<file path="src/rtl/adder_carry_select_pipe_pkg.sv">
// Shared types and default sizing for the multi-cycle carry-select adder.
package adder_carry_select_pipe_pkg;

    localparam int unsigned DefaultNbits = 32;
    localparam int unsigned DefaultChunk = 8;

    typedef enum logic [1:0] {StIdle, StCalc, StDone} state_e;

endpackage

</file>
<file path="src/rtl/adder_chunk_select.sv">
// One carry-select slice: both carry-in candidates are formed in parallel and
// the registered carry picks one.
module adder_chunk_select #(
    parameter int unsigned CHUNK = 8
) (
    input  logic [CHUNK-1:0] a_i,
    input  logic [CHUNK-1:0] b_i,
    input  logic             cin_sel_i,
    output logic [CHUNK-1:0] sum_o,
    output logic             cout_o
);

    logic [CHUNK:0] cand0;
    logic [CHUNK:0] cand1;

    assign cand0 = {1'b0, a_i} + {1'b0, b_i};
    assign cand1 = {1'b0, a_i} + {1'b0, b_i} + (CHUNK + 1)'(1);

    assign sum_o  = cin_sel_i ? cand1[CHUNK-1:0] : cand0[CHUNK-1:0];
    assign cout_o = cin_sel_i ? cand1[CHUNK]     : cand0[CHUNK];

endmodule

</file>
<file path="src/rtl/adder_carry_select_pipe.sv">
// Add/subtract resolved one CHUNK-wide slice per cycle, with a valid/ready
// request side and a result held in DONE until the consumer takes it.
module adder_carry_select_pipe
    import adder_carry_select_pipe_pkg::*;
#(
    parameter int unsigned NBITS = DefaultNbits,
    parameter int unsigned CHUNK = DefaultChunk
) (
    input  logic             clk,
    input  logic             rst,
    input  logic             istream_val,
    output logic             istream_rdy,
    input  logic [NBITS-1:0] in0,
    input  logic [NBITS-1:0] in1,
    input  logic             cin,
    input  logic             sub,
    output logic             ostream_val,
    input  logic             ostream_rdy,
    output logic [NBITS-1:0] sum,
    output logic             cout,
    output logic             ovf
);

    localparam int unsigned N  = NBITS / CHUNK;
    localparam int unsigned KW = $clog2(N);
    localparam int unsigned IW = $clog2(NBITS);

    state_e            state_q, state_d;
    logic [KW-1:0]     k_q, k_d;
    logic [NBITS-1:0]  a_q, a_d;
    logic [NBITS-1:0]  b_q, b_d;
    logic [NBITS-1:0]  sum_q, sum_d;
    logic              carry_q, carry_d;
    logic              ovf_q, ovf_d;

    logic [IW-1:0]     base;
    logic [CHUNK-1:0]  chunk_sum;
    logic              chunk_carry;
    logic              last;

    assign base = IW'(k_q) * IW'(CHUNK);
    assign last = (k_q == KW'(N - 1));

    adder_chunk_select #(
        .CHUNK(CHUNK)
    ) u_chunk (
        .a_i      (a_q[base +: CHUNK]),
        .b_i      (b_q[base +: CHUNK]),
        .cin_sel_i(carry_q),
        .sum_o    (chunk_sum),
        .cout_o   (chunk_carry)
    );

    always_comb begin
        state_d = state_q;
        k_d     = k_q;
        a_d     = a_q;
        b_d     = b_q;
        sum_d   = sum_q;
        carry_d = carry_q;
        ovf_d   = ovf_q;
        unique case (state_q)
            StIdle: begin
                if (istream_val) begin
                    state_d = StCalc;
                    k_d     = '0;
                    a_d     = in0;
                    b_d     = sub ? ~in1 : in1;
                    // Subtraction supplies its own +1, so cin is ignored then.
                    carry_d = sub | cin;
                end
            end
            StCalc: begin
                sum_d[base +: CHUNK] = chunk_sum;
                carry_d              = chunk_carry;
                if (last) begin
                    state_d = StDone;
                    k_d     = '0;
                    ovf_d   = (a_q[NBITS-1] == b_q[NBITS-1]) &&
                              (chunk_sum[CHUNK-1] != a_q[NBITS-1]);
                end else begin
                    k_d = k_q + KW'(1);
                end
            end
            StDone: begin
                if (ostream_rdy) begin
                    state_d = StIdle;
                end
            end
            default: state_d = StIdle;
        endcase
    end

    always_ff @(posedge clk or posedge rst) begin
        if (rst) begin
            state_q <= StIdle;
            k_q     <= '0;
            a_q     <= '0;
            b_q     <= '0;
            sum_q   <= '0;
            carry_q <= 1'b0;
            ovf_q   <= 1'b0;
        end else begin
            state_q <= state_d;
            k_q     <= k_d;
            a_q     <= a_d;
            b_q     <= b_d;
            sum_q   <= sum_d;
            carry_q <= carry_d;
            ovf_q   <= ovf_d;
        end
    end

    assign istream_rdy = (state_q == StIdle);
    assign ostream_val = (state_q == StDone);
    assign sum         = sum_q;
    assign cout        = carry_q;
    assign ovf         = ovf_q;

endmodule
</file>
<file path="config.mk">
export PLATFORM = sky130hd
export DESIGN_NAME = adder_carry_select_pipe
export DESIGN_NICKNAME = d
export VERILOG_FILES = /design/src/rtl/adder_carry_select_pipe_pkg.sv /design/src/rtl/adder_chunk_select.sv /design/src/rtl/adder_carry_select_pipe.sv
export SDC_FILE = /design/constraint.sdc
export NUM_CORES = 1
export LEC_CHECK = 0
export CAP_MARGIN = 25
export CORE_MARGIN = 2
export CORE_UTILIZATION = 51
export CTS_CLUSTER_SIZE = 30
export DETAILED_ROUTE_END_ITERATION = 7
export MAX_ROUTING_LAYER = met4
export PLACE_DENSITY = 0.79
export SLEW_MARGIN = 10
export SYNTH_ARGS = -nofsm -noshare
export SYNTH_HDL_FRONTEND = slang
export SYNTH_SLANG_ARGS = --single-unit
</file>
<file path="constraint.sdc">
create_clock -name clk -period 4.55 [get_ports clk]
set_clock_uncertainty 0.15 [all_clocks]
set_input_delay 0.91 -clock clk [delete_from_list [all_inputs] [get_ports clk]]
set_output_delay 0.91 -clock clk [all_outputs]
set_load 0.05 [all_outputs]
</file>
Yosys cells after proc, flatten, opt, wreduce, memory -nomap -nowiden
Index checks and enable logic that the tools add are counted.

operators by class
  equal/unequal tests = 8
  reduce and logical (&&, ||, !) cells = 7
  bitwise logic cells = 2
  muxes and demuxes = 13
  shift operators = 4
  add/subtract/negate cells = 4

operator list
  operator                                              number
  indexed part select 32 x 6 -> 8 bit                   2
  bitwise mux 32 bit                                    1
  2-to-1 mux 32 bit                                     1
  inverter 32 bit                                       1
  variable shift 8 x 7 -> 32 bit, first input constant  1
  indexed part select 8 x 7 -> 32 bit                   1
  2-to-1 mux 2 bit                                      5
  adder 8 x 8 -> 9 bit                                  1
  adder 9 x 1 -> 9 bit, second input constant           1
  2-to-1 mux 8 bit                                      1
  negation 5 -> 7 bit                                   1
  case mux 2 bit (3 select lines)                       1
  AND reduction 2 bit                                   3
  == test 2 bit, second input constant                  2
  != test 2 bit, second input constant                  2
  case mux 2 bit (2 select lines)                       1
  AND reduction 3 bit                                   1
  adder 2 x 1 -> 2 bit, second input constant           1
  == test 2 x 1 -> 1 bit, second input constant         1
  zero test 2 bit                                       1
  2-to-1 mux 1 bit                                      2
  != test 2 x 1 -> 1 bit, second input constant         1
  case mux 1 bit (2 select lines)                       1
  nonzero test 2 bit                                    1
  4 further kinds                                       4

storage, ports and cells
  logic and storage cells = 45
  input port bits = 70
  output and inout bits = 36
  bits in registers = 102

Logic depth before layout (Yosys ltp)
  word-level depth = 6
  depth in mapped cells = 11
  gate-level depth less buffers = 10

Hierarchy
A second synthesis with hierarchy kept.

second synthesis, totals
  cells, all modules = 409
  area, all modules = 5,103.6 um2

modules (own cells, without submodules)
  module                   area an instance (um2)  instances  seq. area each (um2)  cells an instance
  adder_carry_select_pipe  4,605.7                 1          2,552.4               351
  adder_chunk_select       498.0                   1          0.0                   58

Worst setup path before layout
No wires, ideal clock.

  path type = flip-flop to flip-flop
  start point = register k_q[0]
  end point = register carry_q, in the netlist cout
  stages on the path, launching flop included = 12
  setup slack = 1.088 ns
  data required time = 4.272 ns
  path buffers = 1
  arrival = 3.184 ns
  library setup time = 0.128 ns
  clock period less this slack = 3.462 ns
  cell sequence = dfrtp_1 -> buf_2 -> mux4_2 -> ha_1 -> fa_1 -> ha_1 -> nand2_1 -> nor4_4 -> nand4b_2 -> nor3_2 -> xnor2_1 -> o21ai_1

on the way
  word-level cells in the longest chain between the ends = 5
  elaborated cells between the ends (all ways) = 6
  classes of those cells = 2 x add/sub; 2 x shift; 2 x mux

ends and longest elaborated chain
  element                                                 line                                                          RTL
  start: declaration                                      adder_carry_select_pipe.sv:29                                 logic [KW-1:0] k_q, k_d;
  start signal: assignment                                adder_carry_select_pipe.sv:105                                k_q <= k_d;
  indexed part select 32 x 6 -> 8 bit (on tied branches)  adder_carry_select_pipe.sv:47, adder_carry_select_pipe.sv:48
  adder 8 x 8 -> 9 bit (*)                                adder_chunk_select.sv:16, adder_chunk_select.sv:17
  adder 9 x 1 -> 9 bit                                    adder_chunk_select.sv:17                                      assign cand1 = {1'b0, a_i} + {1'b0, b_i} + (CHUNK + 1)'(1);
  2-to-1 mux 1 bit (*)                                    adder_chunk_select.sv:20                                      assign cout_o = cin_sel_i ? cand1[CHUNK] : cand0[CHUNK];
  case mux 1 bit (2 select lines) (*)                     adder_carry_select_pipe.sv:62                                 unique case (state_q)
  end signal: assignment                                  adder_carry_select_pipe.sv:109                                carry_q <= carry_d;
  end: declaration                                        adder_carry_select_pipe.sv:33                                 logic carry_q, carry_d;

Mark *: on every way between the ends. The rest lies on a longest branch, timed or not.
A chain may end at the register's enable or synchronous reset.

Final worst setup path
  start point = register k_q[0]
  end point = register sum_q[30], in the netlist sum[30]

on the way
  word-level cells in the longest chain between the ends = 6
  elaborated cells between the ends (all ways) = 9
  classes of those cells = 3 x add/sub; 4 x shift; 2 x mux

ends and longest elaborated chain
  element                                                 line                                                          RTL
  indexed part select 32 x 6 -> 8 bit (on tied branches)  adder_carry_select_pipe.sv:47, adder_carry_select_pipe.sv:48
  adder 8 x 8 -> 9 bit                                    adder_chunk_select.sv:16, adder_chunk_select.sv:17
  adder 9 x 1 -> 9 bit                                    adder_chunk_select.sv:17
  2-to-1 mux 8 bit                                        adder_chunk_select.sv:19                                      assign sum_o = cin_sel_i ? cand1[CHUNK-1:0] : cand0[CHUNK-1:0];
  indexed part select 8 x 7 -> 32 bit                     adder_carry_select_pipe.sv:74                                 sum_d[base +: CHUNK] = chunk_sum;
  bitwise mux 32 bit (*)                                  adder_carry_select_pipe.sv:74
  end signal: assignment                                  adder_carry_select_pipe.sv:108                                sum_q <= sum_d;
  end: declaration                                        adder_carry_select_pipe.sv:32                                 logic [NBITS-1:0] sum_q, sum_d;

Marks and branches as above.

==> results list <==
- Entering global routing, the biggest net connects 59 pins.
* Starting DRC count in detailed routing: 166
- Number of core rows: 36
* Final Wtd Congestion: 0.872
- Total internal power: 2.81 mW
* Number of remaining DRC errors: 0
* Avg Cell Area, Syn: 10.2 µm²
- Max capacitance violation total: 0
- Outcome: complete, no violations
- Counting flops with a built-in enable in the synthesized netlist gives 0.
- Asr flop ratio synth: 100%
- After clock tree synthesis, the clock-pin slew on the worst setup and hold paths is 0.10 ns.
- CP Launch Type: flip-flop
- The worst hold path terminates at b_q[14].
- In this run the worst hold path is classified as flip-flop to flip-flop.
* HPWL after DPL: 8.59 mm
* Max Buffers Root-to-Sink: 2
- For the worst setup path, the data required time is 4.65 ns.
* Endpoint of the worst register-to-register path: sum[30]
- Summed over all instances, the cell type with the most area after synthesis is sky130_fd_sc_hd__dfrtp_1.
- The most used flip-flop cell after synthesis is sky130_fd_sc_hd__dfrtp_1.
- The tightest hold path in the finished design has a slack of 0.332 ns.
* Wire length reported by the detailed router: 11.2 mm
- Number of antenna violations at the first check in global routing: 0
- Number of gates resized after cts: 0
- The final count of pins violating max slew is 0.
- The die covers 10800 µm².
- Slew at the pin closest to its max-slew limit: 0.875 ns
- Summed over all nets, the switching power comes to 2.56 mW.
* Power Dens Cells: 831 nW/µm²
- In the routed layout, each cell is associated on average with a via count of 5.24.
- Part of the power in combinational logic: 60.2%
- Sum Neg Setup Slack: 0 ns
- After synthesis the cells add up to 5080 µm².
- The share of synthesized area in the top cell type comes to 50.3%.
- Once the floorplan was initialized, standard cells occupied 52.2% of the core.
- In this run the horizontal extent of the chip is 104 µm.
- The synthesized netlist devotes 18.0% of its cell area to simple gates.
- Yosys mapped the design onto 49 distinct sky130hd cell types.
- For this run, the post-layout net count is 683.
- TritonCTS clock tree: built
- Clock latency on the worst-skew pair, taken at its later pin, is 0.38 ns.
- Postcts setup bufs: 0
- Maximum level of the CTS H-tree: 3
- Count of final setup violators: 0
- Detailed-route wire length per cell: 15.3 µm
* Adder and majority gate portion of the synthesized area: 4.09%
- Post-synthesis share of cell area spent on xor and xnor gates: 8.08%
- Along the worst hold path, the cell count comes to 2.
* First-pass GRT wire length: 18.4 mm
- IR analysis of the VDD net gives a maximum drop of 0.000444 V.
- Number of buffers added to fix hold violations after cts: 0
- Least setup slack across all paths after layout: 0.674 ns
- Total count of hold-check failures in the final report: 0
- Counting every sink on the clock net gives 102.
* Worst path arrival time: 3.97 ns
* Area grow syn2layout: 27.2%
* CP peak stage delay: 0.76 ns
- Summed over all cells, the static leakage comes to 2.87 nW.
* Sort of element at the end of the critical path: flip-flop
* Worst-case reg-to-reg path depth: 9
- Pin placement for this block handled 106 I/O pins.
* Count of synthesis-stage warnings from yosys: 0
- Most common cell in the netlist: sky130_fd_sc_hd__nand2_1
- After synthesis, flip-flops and latches occupy 50.3% of the total area.
- Number of input and output port buffers inserted: 105
- Number of optimization iterations in the first detailed-route pass: 5
- Headroom to the max-slew limit: 41.6%
* Compound-cell area share of the yosys netlist: 9.81%
* Reg-to-reg critical path startpoint: k_q[0]
* Die Ht: 104 µm
- Traced cell by cell, the critical path runs through buf_4, mux4_2, fa_1, ha_1, nand2_1, nor4_4, nand4b_2, xnor2_1, o21ai_1.
* Dominant combinational cell family by area after synthesis: simple AND/OR/NAND/NOR gates
- The slowest stage of the critical path belongs to the cell sky130_fd_sc_hd__dfrtp_1.
- Register area: 2550 µm²
- Across every metal layer, demand over resource in global routing totals 22.1%.
- Fin cells: 734
- Synthesis handed over a netlist of 500 instances.
- The clock network accounts for 11.4% of the total power.
- Filler instances: 779
- The detail route stage leaves a number of antenna-violating nets equal to 0.
- Dividing the final minimum period by the clock period gives 85.2%.
* Max FO, Critical Path: 15
- Setup repair after global routing left no endpoint under its margin.
- Clock tree synthesis selected as its root buffer the cell sky130_fd_sc_hd__clkbuf_8.
* Maximum frequency from static timing analysis: 0.258 GHz
- Via count of the first global-routing pass: 3815
* Setup slack after placement: 0.682 ns
- The share of total power dissipated in sequential elements is 28.4%.
- After synthesis, the share of cell area in mux cells is 7.49%.
- After synthesis the netlist holds a flip-flop and latch count of 102.
- Switch share: 47.6%
* Dpl cells: 719
- Post-synthesis net count: 586
- Of the cells placed in the final design, the portion with a size suffix greater than 1 is 9.15%.
- Core Box Area: 9730 µm²
- Setup slack on the worst reg-to-reg path comes out at 0.67 ns.
* Commonest cells in the synthesized netlist: sky130_fd_sc_hd__nand2_1 (169), sky130_fd_sc_hd__dfrtp_1 (102), sky130_fd_sc_hd__o21ai_0 (59), sky130_fd_sc_hd__xnor2_1 (39), sky130_fd_sc_hd__clkbuf_1 (21)
* Via total after detailed routing: 3846
- Combined area of the multi-input logic cells: 2410 µm²
- The setup path with the least slack is of type flip-flop to flip-flop.
- For this run the aggregate overflow at the end of global routing stands at 0.
* Tmin final: 3.88 ns
- Top area cells in the synthesized netlist: sky130_fd_sc_hd__dfrtp_1 (50%), sky130_fd_sc_hd__nand2_1 (12%), sky130_fd_sc_hd__mux4_2 (7.1%), sky130_fd_sc_hd__xnor2_1 (6.7%), sky130_fd_sc_hd__o21ai_0 (5.8%)
* Origin of the worst min-delay path: b_q[14]
* Number of antenna cells inserted: 0
- In this run, CTS created clock tree buffers numbering 9.
==> layer usage <==
layer	track usage [%]	wire, µm	vias up
met3	4.03	598	17
met4	7.92	271	0
li1	-	-	1875
met1	28.2	4910	1820
met2	35.9	5450	134
met5	-	0	-
==> how the worst max path moves through the flow <==
stage           start      end  slack (ns)  cells past startpoint
4_1_cts        k_q[0]  sum[14]        0.66                      9
3_5_place_dp   k_q[0]  sum[14]        0.68                      9
3_3_place_gp   k_q[0]  sum[30]        0.80                      9
5_1_grt        k_q[0]  sum[14]        0.38                      9
2_1_floorplan     rst   a_q[0]        0.81                      1
6_report       k_q[0]  sum[30]        0.67                      9
==> sequential cells by signal, indices dropped and copies added, names as in the netlist <==
signal	cells
sum	32
k_q	2
a_q	32
state_q	2
ovf	1
b_q	32
cout	1
==> power groups by stage <==
stage	registers (mW)	logic [mW]	clock network [mW]
after floorplan	1.70	2.20	0
after global placement	1.52	3.10	0
after detailed placement	1.54	3.22	0
after CTS	1.52	3.23	0.618
after global routing	1.57	3.51	0.655
final	1.52	3.23	0.611
==> cell families after synthesis <==
| logic type | count (synthesis) |
|---|---|
| XOR/XNOR | 43 |
| adder cells (fa/ha/maj) | 16 |
| flip-flops | 102 |
| multiplexers | 18 |
| AO/OA/AOI/OAI | 88 |
| buffers and inverters | 29 |
| AND/OR/NAND/NOR | 204 |
==> metrics by stage <==
stage	power, mW	utilization [%]	area, µm²
2_1_floorplan	3.90	-	5080
3_3_place_gp	4.62	64.1	6230
3_5_place_dp	4.76	64.2	6250
4_1_cts	5.37	66.4	6460
5_1_grt	5.73	66.4	6460
6_report	5.37	66.4	6460
==> critical path: cells and delay by family (launching register included) <==
kind / cells / cell delay, ns
adder cells (fa/ha/maj): 2 / 0.81
buffers and inverters: 1 / 0.35
XOR/XNOR: 1 / 0.35
flip-flops: 1 / 0.76
AO/OA/AOI/OAI: 1 / 0.12
multiplexers: 1 / 0.57
AND/OR/NAND/NOR: 3 / 0.63
==> final cells by class <==
cell class	count	area share, %
Sequential cell	102	39.5
Tap cell	133	2.58
Clock buffer	9	1.92
Clock inverter	6	1.34
Timing Repair Buffer	111	17.0
Multi-Input combinational cell	369	37.4
Inverter	4	0.271
==> cells in the final DEF, fill, tap and decap left out, drive strengths merged, types with 4 or more instances in the layout <==
cell type / count
nand4: 4
clkdlybuf4s50: 104
nor2: 6
buf: 7
a21oi: 4
clkbuf: 9
inv: 5
mux4: 16
xnor2: 40
o21ai: 70
nand3: 4
nand2: 171
a21o: 4
ha: 15
dfrtp: 102
No activity file was read; power rests on OpenSTA's default activity.
